$ cat config.mk
export PLATFORM = sky130hd
export DESIGN_NAME = pipe_stage_skid
export DESIGN_NICKNAME = d
export VERILOG_FILES = /design/src/rtl/pipe_stage_skid.sv
export SDC_FILE = /design/constraint.sdc
export NUM_CORES = 1
export LEC_CHECK = 0
export ABC_AREA = 1
export ABC_CLOCK_PERIOD_IN_PS = 2000
export BUFFER_PORTS_ARGS = -buffer_cell sky130_fd_sc_hd__buf_4
export CAP_MARGIN = 20
export CORE_UTILIZATION = 55
export CTS_CLUSTER_SIZE = 20
export DETAILED_ROUTE_END_ITERATION = 16
export GPL_TIMING_DRIVEN = 1
export PLACE_DENSITY = 0.9
export SLEW_MARGIN = 20
export SYNTH_ARGS = -nofsm -noshare
export SYNTH_HDL_FRONTEND = slang
export SYNTH_SLANG_ARGS = --single-unit
export TNS_END_PERCENT = 10
$ cat constraint.sdc
create_clock -name clk -period 2 [get_ports clk]
set_clock_uncertainty 0.15 [all_clocks]
set_input_delay 0.4 -clock clk [delete_from_list [all_inputs] [get_ports clk]]
set_output_delay 0.4 -clock clk [all_outputs]
set_load 0.02 [all_outputs]
$ cat src/rtl/pipe_stage_skid.sv
// Parametrised pipeline-stage register: two-entry skid buffer with valid/ready, flush and bubble clearing.
// Optional stall/flush performance counters are built when PIPE_STAGE_PERF_EN is defined.
module pipe_stage_skid #(
  parameter int DATA_W = 32,
  parameter int CTRL_W = 16
`ifdef PIPE_STAGE_PERF_EN
  ,
  parameter int CNT_W  = 32
`endif
) (
  input  logic              clk,
  input  logic              rst,
  input  logic              flush,
  input  logic              in_valid,
  output logic              in_ready,
  input  logic [DATA_W-1:0] in_data,
  input  logic [CTRL_W-1:0] in_ctrl,
  output logic              out_valid,
  input  logic              out_ready,
  output logic [DATA_W-1:0] out_data,
  output logic [CTRL_W-1:0] out_ctrl
`ifdef PIPE_STAGE_PERF_EN
  ,
  output logic [CNT_W-1:0]  stall_cnt,
  output logic [CNT_W-1:0]  flush_cnt
`endif
);

  logic              main_valid;
  logic [DATA_W-1:0] main_data;
  logic [CTRL_W-1:0] main_ctrl;
  logic              skid_valid;
  logic [DATA_W-1:0] skid_data;
  logic [CTRL_W-1:0] skid_ctrl;
  logic              ready_q;

  logic              accept;
  logic              drain;
  logic              main_free;

  assign accept    = in_valid & ready_q;
  assign drain     = main_valid & out_ready;
  assign main_free = ~main_valid | drain;

  // Main entry; its control field is forced to zero whenever it goes empty.
  always_ff @(posedge clk) begin
    if (rst) begin
      main_valid <= 1'b0;
      main_data  <= '0;
      main_ctrl  <= '0;
    end else if (flush) begin
      main_valid <= 1'b0;
      main_ctrl  <= '0;
    end else if (main_free) begin
      if (skid_valid) begin
        main_valid <= 1'b1;
        main_data  <= skid_data;
        main_ctrl  <= skid_ctrl;
      end else if (accept) begin
        main_valid <= 1'b1;
        main_data  <= in_data;
        main_ctrl  <= in_ctrl;
      end else begin
        main_valid <= 1'b0;
        main_ctrl  <= '0;
      end
    end
  end

  // Skid entry; flush only invalidates it, the payload registers keep their contents.
  always_ff @(posedge clk) begin
    if (rst) begin
      skid_valid <= 1'b0;
      skid_data  <= '0;
      skid_ctrl  <= '0;
    end else if (flush) begin
      skid_valid <= 1'b0;
    end else if (main_free) begin
      skid_valid <= 1'b0;
    end else if (accept) begin
      skid_valid <= 1'b1;
      skid_data  <= in_data;
      skid_ctrl  <= in_ctrl;
    end
  end

  // Registered ready mirrors the next-cycle skid occupancy.
  always_ff @(posedge clk) begin
    if (rst || flush) begin
      ready_q <= 1'b1;
    end else if (main_free) begin
      ready_q <= 1'b1;
    end else if (accept) begin
      ready_q <= 1'b0;
    end
  end

  assign in_ready  = ready_q;
  assign out_valid = main_valid;
  assign out_data  = main_data;
  assign out_ctrl  = main_ctrl;

`ifdef PIPE_STAGE_PERF_EN
  logic stall_evt;
  logic flush_evt;

  assign stall_evt = main_valid & ~out_ready;
  assign flush_evt = flush & (main_valid | skid_valid);

  // Saturating event counters; only reset clears them.
  always_ff @(posedge clk) begin
    if (rst) begin
      stall_cnt <= '0;
      flush_cnt <= '0;
    end else begin
      if (stall_evt && (stall_cnt != {CNT_W{1'b1}})) begin
        stall_cnt <= stall_cnt + 1'b1;
      end
      if (flush_evt && (flush_cnt != {CNT_W{1'b1}})) begin
        flush_cnt <= flush_cnt + 1'b1;
      end
    end
  end
`endif

endmodule

Word-level counts from Yosys, hierarchy flattened
Index checks and enable logic that the tools add are counted.

Multiplexer cells: 6. Bitwise logic cells: 6. Reductions and logical operators: 7.

Operators by type and width (count): 2-to-1 mux 32 bit (2); 2-to-1 mux 16 bit (2); AND reduction 3 bit (2); OR reduction 2 bit (2); inverter 1 bit (3); OR reduction 3 bit (1); AND 1 bit (2); 2-to-1 mux 1 bit (2); nonzero test 2 bit (1); logical OR 1 bit (1); bitwise OR 1 bit (1).

Flip-flop bits (word level): 99. Bits of input ports: 53. Word-level logic and storage cells: 26.

Logic depth before layout (Yosys ltp)
Depth after elaboration: 4. Depth in mapped cells: 7.

Worst setup path before layout
Ideal clock, no wire load.

Path kind: register to register. From: reg ready_q (netlist: in_ready). To: reg skid_data[23]. Library setup time: 113 ps. Arrival: 1212 ps. Required time: 1737 ps. Slack: 525 ps. Stages on the path, launching flop included: 8. Buffers on the path: 2. Cells stage by stage: dfxtp_1 nand2_2 inv_1 buf_2 buf_2 nand3_1 nand2_1 nor2_1.

Cells in the longest elaborated chain, start to end: 2.

RTL lines: start, declared (RTL line 35) `logic ready_q;`; start signal, assigned (RTL line 90) `ready_q <= 1'b1;`; start signal, assigned (RTL line 92) `ready_q <= 1'b1;`; start signal, assigned (RTL line 94) `ready_q <= 1'b0;`; AND 1 bit (RTL line 41) `assign accept = in_valid & ready_q;`; AND reduction 3 bit (no source line); end signal, assigned (RTL line 82) `skid_data <= in_data;`; end, declared (RTL line 33) `logic [DATA_W-1:0] skid_data;`.

Every way passes these cells. A chain may end at the register's enable or synchronous reset.

Worst setup path in the final report
From: reg ready_q (netlist: in_ready). To: reg skid_data[19].

The elaborated chain is that of the path after synthesis.

==> flow_summary.ini <==
[layout]
final_util_pct = 71.3
seqCellArea_mm2 = 0.00198
drive_gt1_share_pct = 17.5
final_cell_mix = nand2_1, nor2_1, buf_4, dfxtp_1, inv_1
fillers = 668
diodes = 0
fin_nets = 838
multi_input_area_mm2 = 0.00200
layout_commonest_cell = nand2_1
syn_to_final_growth_pct = 23.9

[critical_path]
end_kind = register
cp-start-kind = register
worst-r2r-setup-slack_ps = 410
r2r_end = skid_data[19]$_SDFFE_PP0P_
cp_max_fo = 13
reg2reg_from = in_ready$_SDFFE_PP1P_
crit_path_start = in_ready$_SDFFE_PP1P_
crit_arrival_ps = 1700
r2r_cells = 6
endpoint = skid_data[19]$_SDFFE_PP0P_
crit_type = reg2reg
required_ps = 2110

[clock_network]
cts_hold_buf = 0
cts_tree = yes
ctsHtreeMaxLevel = 3
cts_inserted_buffers = 9
cts.path.max_buffers = 2
post-cts-setup-buffers = 0
path_clk_slew_ps = 90
clockRootBuffer = clkbuf_8
post_cts_resized = 0
worstSkewPairLatency_ps = 360
clock-sinks = 99

[place]
gp_congestion = 0.776
dpl.hpwl_um = 6920
preCtsSetupSlack_ps = 303
io_buffers = 102

[yosys]
synth_nets = 758
avgSynthCellArea_um2 = 6.38
synth_seq_area_share_pct = 44.1
synth_cells = 705
yosysTopAreaCellShare_pct = 44.1
synth_warnings = 0
yosysTopAreaCell = dfxtp_1
ys_types = 18
netlist_area_mm2 = 0.00450
ys_seq_elements = 99
synth_area_leaders = dfxtp_1, nand2_1, nor2_1, inv_1, o21ai_0

[floorplan]
start_util_pct = 57.6
die_area_mm2 = 0.00854
core_mm2 = 0.00781
die_h_um = 92.4
boundaryPins = 103
core.rowCount = 32
die_w_um = 92.4

[detailed_routing]
drt_iter0_markers = 192
vias = 4380
vias_per_cell = 4.91
post-route-drc-count = 0
wirelength_um = 10200
wire_per_inst_um = 11.5
firstDrtPassIters = 4
antenna_left = 0

[timing]
setup_viol = 0
maxSlewHeadroom_pct = 63.4
min_period_ps = 1590
fin_ws_ps = 411
finalHoldViolations = 0
slew_viol_final = 0
tightest_slew_ps = 549
period_share_pct = 79.4
rsz0062_at_grt = false
tns_ps = 0
timing.fmax_mhz = 629

[power]
cellPowerDensity_mw_per_mm2 = 739
p_leak_uw = 0.00272
p_comb_share_pct = 14.4
internal_power_uw = 3070
vdd_drop_max_mv = 0.399
pwr-share-clk_pct = 34.9
seq_power_share_pct = 50.6
p_switching_uw = 1050
switching_share_pct = 25.5

[hold_path]
hp-class = in2reg

[grt]
grt_pass1_wl_um = 17200
grt_max_degree = 69
grt_remaining_overflow = 0
grt_pass1_vias = 4027
antenna_found_initial = 0
grt.total_usage_pct = 24.9

[status]
status = complete, no violations

[flow_run]
max-cap-violations = 0
metrics by stage:
step | hold slack, ps | std cells | power, µW | cell area [µm²]
after detailed placement | 324 | 876 | 2720 | 5340
after global placement | 313 | 876 | 2710 | 5340
after CTS | 210 | 892 | 4140 | 5570
after floorplan | 305 | 705 | 2470 | 4500
after global routing | 229 | 892 | 4300 | 5570
final | 210 | 892 | 4120 | 5570
power by group through the flow:
stage	sequential (µW)	clock, µW	combinational, µW
2_1_floorplan	2200	0	274
3_3_place_gp	2130	0	579
5_1_grt	2090	1540	664
3_5_place_dp	2130	0	593
4_1_cts	2080	1460	598
6_report	2080	1440	595
worst min path at each step:
stage / endpoint / depth (start not counted) / startpoint
final: skid_ctrl[10]$_SDFFE_PP0P_ / 5 / in_ctrl[10]
after global routing: skid_ctrl[10]$_SDFFE_PP0P_ / 5 / in_ctrl[10]
after CTS: skid_data[8]$_SDFFE_PP0P_ / 5 / in_data[8]
after detailed placement: skid_ctrl[8]$_SDFFE_PP0P_ / 2 / skid_ctrl[8]$_SDFFE_PP0P_
after global placement: skid_ctrl[5]$_SDFFE_PP0P_ / 2 / skid_ctrl[5]$_SDFFE_PP0P_
after floorplan: skid_ctrl[15]$_SDFFE_PP0P_ / 2 / skid_ctrl[15]$_SDFFE_PP0P_
layout make-up:
cell class              instances  share of cell area (%)
inverters                      85                    5.73
well taps                     102                    2.29
clock inverters                 4                    1.30
multi-input cells             477                    35.9
clock buffers                  12                    2.79
flip-flops and latches         99                    35.6
repair buffers                113                    16.4
registers in the layout, indices dropped and copies added (netlist names):
signal	count
skid_valid	1
out_data	32
skid_data	32
skid_ctrl	16
in_ready	1
out_ctrl	16
out_valid	1
routing by layer:
layer	wire length, µm	part of all wire [%]	global-route usage (%)	up-vias
met1	4360	43	28.9	1966
met4	123	1.2	6.77	0
met5	0	0	0	-
met3	537	5.2	4.93	11
met2	5210	51	45.9	112
li1	-	-	-	2291
critical path, cell delays in order (launching register included):
cell and delay, ps:
dfxtp_1 380, nand2_2 140, inv_1 310, buf_4 260, nand3_1 110, nand2_1 90, nor2_1 40
Yosys cell counts (all sizes together):
| library cell | instances |
|---|---|
| clkbuf | 15 |
| nand2 | 183 |
| inv | 85 |
| nand3 | 50 |
| dfxtp | 99 |
| o21ai | 64 |
| nor3 | 1 |
| a21oi | 16 |
| nor2 | 163 |
| buf | 29 |
cell families (layout without fill, tap and decap cells):
group	after synthesis	count (layout)	share of synthesized area, %
and+or+nand+nor	397	397	35.3
buffers and inverters	129	214	11.7
DFF	99	99	44.1
AOI/OAI and AO/OA	80	80	8.91
(Power assumes the default switching activity.)
